[config.mk]
export PLATFORM = sky130hd
export DESIGN_NAME = dmem_arbiter_flat
export DESIGN_NICKNAME = d
export VERILOG_FILES = /design/src/rtl/dmem_arbiter_pkg.sv /design/src/rtl/dmem_arbiter_if.sv /design/src/rtl/dmem_arbiter_rr_pick2.sv /design/src/rtl/dmem_arbiter.sv /design/src/flat_wrapper.sv
export SDC_FILE = /design/constraint.sdc
export NUM_CORES = 1
export LEC_CHECK = 0
export CORE_MARGIN = 4
export CORE_UTILIZATION = 45
export DETAILED_ROUTE_END_ITERATION = 8
export HOLD_SLACK_MARGIN = 0.08
export PLACE_DENSITY = 0.86
export SLEW_MARGIN = 15
export SYNTH_ARGS = -nofsm -noshare
export SYNTH_HDL_FRONTEND = slang
export SYNTH_SLANG_ARGS = --single-unit
[constraint.sdc]
create_clock -name clock -period 3.43 [get_ports clock]
set_input_delay 0.343 -clock clock [delete_from_list [all_inputs] [get_ports clock]]
set_output_delay 0.343 -clock clock [all_outputs]
set_load 0.01 [all_outputs]
[src/rtl/dmem_arbiter_pkg.sv]
// dmem_arbiter_pkg
//   Shared types and default sizes for the data-memory arbiter.
//   DMEM_* values are the default data-memory geometry and memory read latency.
package dmem_arbiter_pkg;

  localparam int DMEM_ADDR_WIDTH  = 8;
  localparam int DMEM_DATA_WIDTH  = 16;
  localparam int DMEM_WAIT_STATES = 1;

  typedef enum logic [1:0] {
    IDLE   = 2'd0,
    ACCESS = 2'd1,
    DONE   = 2'd2
  } arb_state_t;

  // Port index (0 = CPU, 1 = loader/debug) to one-hot grant vector.
  function automatic logic [1:0] port_onehot(input logic port);
    return port ? 2'b10 : 2'b01;
  endfunction

endpackage

[src/rtl/dmem_arbiter_if.sv]
// dmem_arbiter_if
//   Bundles both requester handshakes, the status outputs and the memory pins.
//   slave  : the arbiter side (takes requests and read data, drives acks/memory).
//   master : the environment side (requesters plus memory).
interface dmem_arbiter_if
  import dmem_arbiter_pkg::*;
#(
  parameter int ADDR_WIDTH = DMEM_ADDR_WIDTH,
  parameter int DATA_WIDTH = DMEM_DATA_WIDTH
) ();

  logic                  p0_req;
  logic                  p0_we;
  logic [ADDR_WIDTH-1:0] p0_addr;
  logic [DATA_WIDTH-1:0] p0_wdata;
  logic                  p0_ack;
  logic [DATA_WIDTH-1:0] p0_rdata;

  logic                  p1_req;
  logic                  p1_we;
  logic [ADDR_WIDTH-1:0] p1_addr;
  logic [DATA_WIDTH-1:0] p1_wdata;
  logic                  p1_ack;
  logic [DATA_WIDTH-1:0] p1_rdata;

  logic                  busy;
  logic [1:0]            grant;

  logic [ADDR_WIDTH-1:0] mem_addr;
  logic                  mem_wenable;
  logic [DATA_WIDTH-1:0] mem_wvalue;
  logic [DATA_WIDTH-1:0] mem_rvalue;

  modport slave (
    input  p0_req, p0_we, p0_addr, p0_wdata,
    input  p1_req, p1_we, p1_addr, p1_wdata,
    input  mem_rvalue,
    output p0_ack, p0_rdata, p1_ack, p1_rdata,
    output busy, grant,
    output mem_addr, mem_wenable, mem_wvalue
  );

  modport master (
    output p0_req, p0_we, p0_addr, p0_wdata,
    output p1_req, p1_we, p1_addr, p1_wdata,
    output mem_rvalue,
    input  p0_ack, p0_rdata, p1_ack, p1_rdata,
    input  busy, grant,
    input  mem_addr, mem_wenable, mem_wvalue
  );

endinterface

[src/rtl/dmem_arbiter_rr_pick2.sv]
// rr_pick2
//   Combinational two-way round-robin picker.
//   req[1:0] : pending requests
//   last     : index of the port granted most recently
//   win[1:0] : one-hot winner (00 when nothing requested)
//   valid    : at least one request pending
module rr_pick2 (
  input  logic [1:0] req,
  input  logic       last,
  output logic [1:0] win,
  output logic       valid
);

  always_comb begin
    win   = 2'b00;
    valid = |req;
    case (req)
      2'b01:   win = 2'b01;
      2'b10:   win = 2'b10;
      // Tie goes to whichever port was not served last.
      2'b11:   win = last ? 2'b01 : 2'b10;
      default: win = 2'b00;
    endcase
  end

endmodule

[src/rtl/dmem_arbiter.sv]
// dmem_arbiter
//   Shares one data-memory port between the CPU memory stage (port 0) and the
//   loader/debug port (port 1) with round-robin grant and a fixed read latency.
//   clock, reset : rising-edge clock, asynchronous active-high reset
//   bus          : both req/ack handshakes, busy/grant status, memory pins
//
//   state  | meaning
//   IDLE   | no transaction; grants a pending request
//   ACCESS | memory cycle(s) for the latched request; last one strobes/captures
//   DONE   | one-cycle ack to the owner, then back to IDLE
module dmem_arbiter
  import dmem_arbiter_pkg::*;
#(
  parameter int ADDR_WIDTH  = DMEM_ADDR_WIDTH,
  parameter int DATA_WIDTH  = DMEM_DATA_WIDTH,
  parameter int WAIT_STATES = DMEM_WAIT_STATES
) (
  input logic           clock,
  input logic           reset,
  dmem_arbiter_if.slave bus
);

  localparam logic [3:0] WS = 4'(WAIT_STATES);

  arb_state_t            state_q, state_d;
  logic [3:0]            cnt_q;
  logic                  owner_q;
  logic                  last_q;
  logic                  we_q;
  logic [ADDR_WIDTH-1:0] addr_q;
  logic [DATA_WIDTH-1:0] wdata_q;
  logic [DATA_WIDTH-1:0] rdata0_q, rdata1_q;

  logic [1:0] win;
  logic       req_valid;
  logic       take_grant;
  logic       final_access;

  rr_pick2 u_pick (
    .req   ({bus.p1_req, bus.p0_req}),
    .last  (last_q),
    .win   (win),
    .valid (req_valid)
  );

  assign take_grant   = (state_q == IDLE) && req_valid;
  assign final_access = (state_q == ACCESS) && (cnt_q == 4'd0);

  always_ff @(posedge clock or posedge reset) begin
    if (reset) state_q <= IDLE;
    else       state_q <= state_d;
  end

  always_comb begin
    state_d         = state_q;
    bus.busy        = 1'b0;
    bus.grant       = 2'b00;
    bus.mem_wenable = 1'b0;
    bus.p0_ack      = 1'b0;
    bus.p1_ack      = 1'b0;
    case (state_q)
      IDLE: begin
        if (req_valid) state_d = ACCESS;
      end
      ACCESS: begin
        bus.busy        = 1'b1;
        bus.grant       = port_onehot(owner_q);
        bus.mem_wenable = final_access && we_q;
        if (cnt_q == 4'd0) state_d = DONE;
      end
      DONE: begin
        bus.busy   = 1'b1;
        bus.grant  = port_onehot(owner_q);
        bus.p0_ack = !owner_q;
        bus.p1_ack = owner_q;
        state_d    = IDLE;
      end
      default: state_d = IDLE;
    endcase
  end

  always_ff @(posedge clock or posedge reset) begin
    if (reset) begin
      cnt_q    <= 4'd0;
      owner_q  <= 1'b0;
      last_q   <= 1'b1;
      we_q     <= 1'b0;
      addr_q   <= '0;
      wdata_q  <= '0;
      rdata0_q <= '0;
      rdata1_q <= '0;
    end else begin
      if (take_grant) begin
        owner_q <= win[1];
        last_q  <= win[1];
        we_q    <= win[1] ? bus.p1_we    : bus.p0_we;
        addr_q  <= win[1] ? bus.p1_addr  : bus.p0_addr;
        wdata_q <= win[1] ? bus.p1_wdata : bus.p0_wdata;
        cnt_q   <= WS;
      end else if ((state_q == ACCESS) && (cnt_q != 4'd0)) begin
        cnt_q <= cnt_q - 4'd1;
      end
      if (final_access && !we_q) begin
        if (owner_q) rdata1_q <= bus.mem_rvalue;
        else         rdata0_q <= bus.mem_rvalue;
      end
    end
  end

  // Memory address/data come straight from the latches, so they hold their
  // last values through DONE and IDLE.
  assign bus.mem_addr   = addr_q;
  assign bus.mem_wvalue = wdata_q;
  assign bus.p0_rdata   = rdata0_q;
  assign bus.p1_rdata   = rdata1_q;

  // The owner must keep its request up until it has been acknowledged.
  a_req_held: assert property (
    @(posedge clock) disable iff (reset)
    (state_q == ACCESS) |-> (owner_q ? bus.p1_req : bus.p0_req)
  );

endmodule

[src/flat_wrapper.sv]
// flat-port wrapper written by rule: the top's interface ports become plain ports
module dmem_arbiter_flat import dmem_arbiter_pkg::*;
#(
  parameter int ADDR_WIDTH  = DMEM_ADDR_WIDTH,
  parameter int DATA_WIDTH  = DMEM_DATA_WIDTH,
  parameter int WAIT_STATES = DMEM_WAIT_STATES
)
  (clock, reset, bus_p0_req, bus_p0_we, bus_p0_addr, bus_p0_wdata, bus_p1_req, bus_p1_we, bus_p1_addr, bus_p1_wdata, bus_mem_rvalue, bus_p0_ack, bus_p0_rdata, bus_p1_ack, bus_p1_rdata, bus_busy, bus_grant, bus_mem_addr, bus_mem_wenable, bus_mem_wvalue);
  dmem_arbiter_if #(.ADDR_WIDTH(ADDR_WIDTH), .DATA_WIDTH(DATA_WIDTH)) bus_i ();
  input logic clock;
  input logic reset;
  input wire logic [$bits(bus_i.p0_req)-1:0] bus_p0_req;
  input wire logic [$bits(bus_i.p0_we)-1:0] bus_p0_we;
  input wire logic [$bits(bus_i.p0_addr)-1:0] bus_p0_addr;
  input wire logic [$bits(bus_i.p0_wdata)-1:0] bus_p0_wdata;
  input wire logic [$bits(bus_i.p1_req)-1:0] bus_p1_req;
  input wire logic [$bits(bus_i.p1_we)-1:0] bus_p1_we;
  input wire logic [$bits(bus_i.p1_addr)-1:0] bus_p1_addr;
  input wire logic [$bits(bus_i.p1_wdata)-1:0] bus_p1_wdata;
  input wire logic [$bits(bus_i.mem_rvalue)-1:0] bus_mem_rvalue;
  output wire logic [$bits(bus_i.p0_ack)-1:0] bus_p0_ack;
  output wire logic [$bits(bus_i.p0_rdata)-1:0] bus_p0_rdata;
  output wire logic [$bits(bus_i.p1_ack)-1:0] bus_p1_ack;
  output wire logic [$bits(bus_i.p1_rdata)-1:0] bus_p1_rdata;
  output wire logic [$bits(bus_i.busy)-1:0] bus_busy;
  output wire logic [$bits(bus_i.grant)-1:0] bus_grant;
  output wire logic [$bits(bus_i.mem_addr)-1:0] bus_mem_addr;
  output wire logic [$bits(bus_i.mem_wenable)-1:0] bus_mem_wenable;
  output wire logic [$bits(bus_i.mem_wvalue)-1:0] bus_mem_wvalue;
  assign bus_i.p0_req = bus_p0_req;
  assign bus_i.p0_we = bus_p0_we;
  assign bus_i.p0_addr = bus_p0_addr;
  assign bus_i.p0_wdata = bus_p0_wdata;
  assign bus_i.p1_req = bus_p1_req;
  assign bus_i.p1_we = bus_p1_we;
  assign bus_i.p1_addr = bus_p1_addr;
  assign bus_i.p1_wdata = bus_p1_wdata;
  assign bus_i.mem_rvalue = bus_mem_rvalue;
  assign bus_p0_ack = bus_i.p0_ack;
  assign bus_p0_rdata = bus_i.p0_rdata;
  assign bus_p1_ack = bus_i.p1_ack;
  assign bus_p1_rdata = bus_i.p1_rdata;
  assign bus_busy = bus_i.busy;
  assign bus_grant = bus_i.grant;
  assign bus_mem_addr = bus_i.mem_addr;
  assign bus_mem_wenable = bus_i.mem_wenable;
  assign bus_mem_wvalue = bus_i.mem_wvalue;
  dmem_arbiter #(.ADDR_WIDTH(ADDR_WIDTH), .DATA_WIDTH(DATA_WIDTH), .WAIT_STATES(WAIT_STATES)) u_core (.clock(clock), .reset(reset), .bus(bus_i));
endmodule
==> flow_summary.ini, run 1 <==
[route]
post-route-drc-count = 0
ant_nets = 0
detailedRoute.firstIterationViolations = 103
via_count = 2213
drt_wl_total_um = 6780
post_drt_wl_per_cell_um = 15.2
vias_per_cell = 4.96
drt_pre_antenna_iters = 4

[placement]
place.port_buffers = 131
finalWeightedCongestion = 0.730
dp.final_hpwl_um = 5250
post_dp_cell_area_um2 = 4300

[hold_path]
hold_class = flop to flop

[clock_tree]
clock_tree.root_cell = sky130_fd_sc_hd__clkbuf_8
cts_tree = built
cts-root-to-sink-buffers = 2
numCtsBuffers = 9
insertion_delay_ps = 330
cts_sinks = 65
cts_setup_buffers = 0
ctsHtreeMaxLevel = 3
cts-resized-gates = 0
cts_hold_buffers = 0
clkTransAtPathRegs_ps = 70

[synthesis]
syn-cell-area_um2 = 2950
synth_enable_flop_cells = 0
synth.avg_cell_area_um2 = 12.7
synth_top_cell_area_share_pct = 54.3
synthMostInstantiatedCell = sky130_fd_sc_hd__dfrtp_1
synth.ff_latch_count = 65
syn-instance-count = 233
ys_top_cells_by_count = 64 x sky130_fd_sc_hd__dfrtp_1, 28 x sky130_fd_sc_hd__nand2_1, 26 x sky130_fd_sc_hd__o21ai_0, 25 x sky130_fd_sc_hd__mux2i_1, 20 x sky130_fd_sc_hd__mux2_4
async_set_reset_flop_share_out_of_synthesis_pct = 100
mappedNetlistNets = 308
synth_top_cell_by_area = sky130_fd_sc_hd__dfrtp_1
postSynth.topFlopCell = sky130_fd_sc_hd__dfrtp_1
number_of_warnings_issued_by_yosys = 0
post_synthesis_sequential_area_ratio_pct = 55.2
ys_top_cells_by_area = sky130_fd_sc_hd__dfrtp_1 54%, sky130_fd_sc_hd__mux2_4 10%, sky130_fd_sc_hd__mux2i_1 8.5%
synthDistinctLibCells = 32

[finish]
fraction_of_layout_instances_using_a_drive_strength_above_1_pct = 15.4
multi_input_area_um2 = 1220
ff_latch_area_um2 = 1630
stdcell_area_um2 = 4510
antennaDiodeCount = 0
area.growth.synth_to_final_pct = 53.1
fin_nets = 439
num-fill-cells = 455

[grt]
number_of_global_route_vias_before_repair = 2233
grt.overflow.total = 0
grt_pass1_wl_um = 10700
antenna_found_initial = 0
grt_use_total_pct = 17.7
maximum_number_of_pins_on_one_net_before_global_route_repair = 49

[worst_setup_path]
timing.critical_path.from_type = flop
timing.critical_path.fanout_max = 9
crit_type = flop to primary output
critical_path.cell_chain = inv_1 > ha_1 > or3b_1 > nor2_1 > clkdlybuf4s50_1
cp_data_arrival_time_ps = 2170
worst_path_cell_with_the_longest_stage_delay = sky130_fd_sc_hd__clkdlybuf4s50_1
worst_ep_required_time_ps = 3090
endpoint_kind = primary output
delay_of_the_slowest_critical_path_stage_ps = 560

[floorplanning]
starting_utilization_of_the_core_area_pct = 46.4
floorplan.die.height_um = 88.9
ioPinCount = 132
die_area_um2 = 7910
row_count = 29
core_area_um2 = 6350
width_of_the_die_um = 88.9

[outcome]
result_of_the_run = complete, no violations

[power_and_ir_drop]
static-leakage-power_nw = 2.05
power.ir.vdd_worst_mv = 0.512
ratio_of_total_power_to_cell_area_nw_per_um2 = 877

[job]
max_cap_viols = 0

[sta]
setup_total_negative_slack_ps = 0
unrepaired_setup_endpoints_after_global_routing = false
worst_clock_skew_ps = 6.75
slew_headroom_pct = 35.3
timing_hold_violations_final = 0
number_of_setup_violations_in_the_final_report = 0
tightestPinTransition_ps = 970
drv_slew = 0
final_min_period_over_clock_period_pct = 73.3
timing.fmax_mhz = 398
min_period_ps = 2510
-- cell type report --
cell class | instances | area share, %
Clock inverter | 6 | 1.83
Multi-Input combinational cell | 147 | 27.1
Tap cell | 77 | 2.14
Timing Repair Buffer | 133 | 29.4
Clock buffer | 10 | 2.83
Inverter | 8 | 0.666
Sequential cell | 65 | 36.1
-- metrics by stage --
stage | utilization, % | total power, W | hold slack, ps | cells | setup WS (ps)
after floorplan | - | 0.00232 | 416 | 233 | 1460
after global placement | 67.7 | 0.00324 | 460 | 430 | 1290
after detailed placement | 67.7 | 0.00331 | 471 | 430 | 1250
after CTS | 71.1 | 0.00401 | 485 | 446 | 893
after global routing | 71.1 | 0.00426 | 520 | 446 | 760
final | 71.1 | 0.00396 | 482 | 446 | 916
-- routing by layer --
layer	track usage, %	part of all wire (%)	wire length, um
met1	21.5	40	2720
met4	7.31	1.0	68
met5	0	0	0
met2	27.5	46	3100
met3	7.93	13	888
-- cell usage in the layout (no fill, tap or decap), drive strengths merged, types with 3 or more instances in the layout --
master	count
ha	5
clkdlybuf4s50	131
clkbuf	10
inv	8
mux2	32
dfrtp	64
nand2	28
nor2	3
mux2i	25
clkinv	3
and2	3
a21oi	7
o21ai	27
-- where the power goes --
| part | internal (W) | total (W) | switching [W] |
|---|---|---|---|
| combinational | 0.00112 | 0.00190 | 0.000779 |
| clock | 0.000405 | 0.000681 | 0.000275 |
| sequential | 0.00116 | 0.00138 | 0.000220 |
-- cell families (layout without fill, tap and decap cells) --
| kind of cell | count (synthesis) | in the layout | synth area share [%] |
|---|---|---|---|
| muxes | 57 | 57 | 23.3 |
| adders and majority gates | 5 | 5 | 2.12 |
| buffers and inverters | 21 | 157 | 3.73 |
| and+or+nand+nor | 44 | 44 | 8.06 |
| DFF | 65 | 65 | 55.2 |
| AOI/OAI and AO/OA | 41 | 41 | 7.60 |
-- sequential cells by signal, summed over array words and instances, names as in the netlist --
signal / flops
u_core.owner_q: 1
u_core.cnt_q: 4
u_core.bus.p0_rdata: 16
u_core.bus.mem_wvalue: 16
u_core.state_q: 2
u_core.bus.mem_addr: 8
u_core.bus.p1_rdata: 16
u_core.we_q: 1
u_core.last_q: 1
-- worst paths after layout --
path	endpoint	startpoint	cells after the start	slack, ps
max in group asynchronous	u_core.bus.mem_addr[6]	reset	3	2060
worst max-delay path	bus_mem_wenable	u_core.cnt_q[0]	5	920
worst min-delay path	u_core.bus.mem_wvalue[2]	u_core.bus.mem_wvalue[2]	2	480
worst min register to register	u_core.bus.mem_wvalue[2]	u_core.bus.mem_wvalue[2]	2	480
worst max register to register	u_core.bus.p1_rdata[2]	u_core.state_q[1]	5	1490
min in group asynchronous	u_core.bus.p1_rdata[8]	reset	2	560
-- worst max-delay path, delay by kind of cell, from the launching register on --
kind,cells,cell delay [ps]
adder cells (fa/ha/maj),1,170
buffers and inverters,2,660
flip-flops,1,400
AND/OR/NAND/NOR,2,620
No activity file was read; power rests on OpenSTA's default activity.
==> run 2, diff against run 1 <==
Settings changed: CORE_UTILIZATION 45 to 38, PLACE_DENSITY 0.86 to 0.77.
Clock period 3.43 ns to 2.1 ns, I/O delays scaled along.
==> flow_summary.ini, run 2 (synthesized netlist as in run 1, its figures left out) <==
[worst_setup_path]
crit_type = flop to primary output
critical_path.cell_chain = inv_1 > ha_1 > nor2b_1 > clkdlybuf4s50_1
path_delay_family = buffers and inverters
cp_data_arrival_time_ps = 1760
critical_path_buf_inv_count = 2
endpoint_kind = primary output
timing.critical_path.fanout_max = 3
timing.critical_path.from_type = flop
delay_of_the_slowest_critical_path_stage_ps = 550
worst_path_cell_with_the_longest_stage_delay = sky130_fd_sc_hd__clkdlybuf4s50_1
worst_ep_required_time_ps = 1890

[clock_tree]
cts_hold_buffers = 0
cts-resized-gates = 1
cts_tree = built
cts_setup_buffers = 0
clock_tree.root_cell = sky130_fd_sc_hd__clkbuf_8
ctsHtreeMaxLevel = 3
insertion_delay_ps = 330
cts-root-to-sink-buffers = 2
numCtsBuffers = 9
cts_sinks = 65
clkTransAtPathRegs_ps = 70

[sta]
tightestPinTransition_ps = 481
worst_clock_skew_ps = 6.63
final_min_period_over_clock_period_pct = 94.0
min_period_ps = 1970
drv_slew = 0
number_of_setup_violations_in_the_final_report = 0
unrepaired_setup_endpoints_after_global_routing = false
timing.fmax_mhz = 507
slew_headroom_pct = 67.9
setup_total_negative_slack_ps = 0
timing_hold_violations_final = 0

[route]
drt_pre_antenna_iters = 4
vias_per_cell = 4.76
drt_wl_total_um = 6770
detailedRoute.firstIterationViolations = 49
post-route-drc-count = 0
post_drt_wl_per_cell_um = 14.3
via_count = 2251
ant_nets = 0

[grt]
grt.overflow.total = 0
maximum_number_of_pins_on_one_net_before_global_route_repair = 37
antenna_found_initial = 0
grt_pass1_wl_um = 11100
number_of_global_route_vias_before_repair = 2376
grt_use_total_pct = 15.7

[placement]
numPlacedInstances = 457
finalWeightedCongestion = 0.701
dp.final_hpwl_um = 5310
place.port_buffers = 131

[floorplanning]
ioPinCount = 132
floorplan.die.height_um = 96.1
row_count = 31
starting_utilization_of_the_core_area_pct = 39.8
width_of_the_die_um = 96.1
die_area_um2 = 9230
core_area_um2 = 7410

[power_and_ir_drop]
static-leakage-power_nw = 2.08
power.ir.vdd_worst_mv = 0.483
ratio_of_total_power_to_cell_area_nw_per_um2 = 1380

[finish]
mostFrequentLayoutCell = sky130_fd_sc_hd__clkdlybuf4s50_1
antennaDiodeCount = 0
layout_common_cells = 130 x sky130_fd_sc_hd__clkdlybuf4s50_1, 64 x sky130_fd_sc_hd__dfrtp_1, 28 x sky130_fd_sc_hd__nand2_1
fin_nets = 444
final_cells = 473
fraction_of_layout_instances_using_a_drive_strength_above_1_pct = 16.6
area.growth.synth_to_final_pct = 55.2

[job]
max_cap_viols = 0

[outcome]
result_of_the_run = complete, no violations

[hold_path]
hold_class = primary input to asynchronous set/reset pin
==> run 2: final timing paths <==
kind | startpoint | end | slack (ps) | cells after the start
min in group clock | u_core.bus.mem_wvalue[3] | u_core.bus.mem_wvalue[3] | 480 | 2
setup reg to reg | u_core.state_q[1] | u_core.bus.p0_rdata[2] | 270 | 5
hold reg to reg | u_core.bus.mem_wvalue[3] | u_core.bus.mem_wvalue[3] | 480 | 2
max in group asynchronous | reset | u_core.last_q | 1270 | 3
setup / recovery | u_core.state_q[0] | bus_grant[0] | 130 | 4
hold / removal | reset | u_core.bus.p1_rdata[6] | 220 | 2
==> run 2: final cells by class <==
type,instances,area (um2)
clock buffers,11,141
clock inverters,5,31.3
fillers,595,2830
inverters,8,30.0
multi-input cells,147,1220
flip-flops and latches,65,1630
well taps,99,124
repair buffers,138,1400
==> run 2: where the power goes <==
group	switching, W	internal, W	leakage [nW]
clock	0.000446	0.000456	0.0891
combinational	0.00127	0.00190	1.21
sequential	0.000369	0.00189	0.778
==> run 2: per-stage QoR <==
stage	power [W]	hold WS, ps	util (%)	area, um2	setup slack [ps]
3_5_place_dp	0.00549	470	59.4	4400	211
5_1_grt	0.00684	242	61.8	4580	26.5
2_1_floorplan	0.00379	283	-	2950	265
4_1_cts	0.00643	219	61.8	4580	89.2
3_3_place_gp	0.00539	460	59.4	4400	247
6_report	0.00632	219	61.8	4580	127
==> run 2: metal layers <==
metal	part of all wire (%)	global-route usage [%]
met2	46	25.2
met5	0	0
met3	13	5.79
met4	1.9	6.99
met1	40	18.6
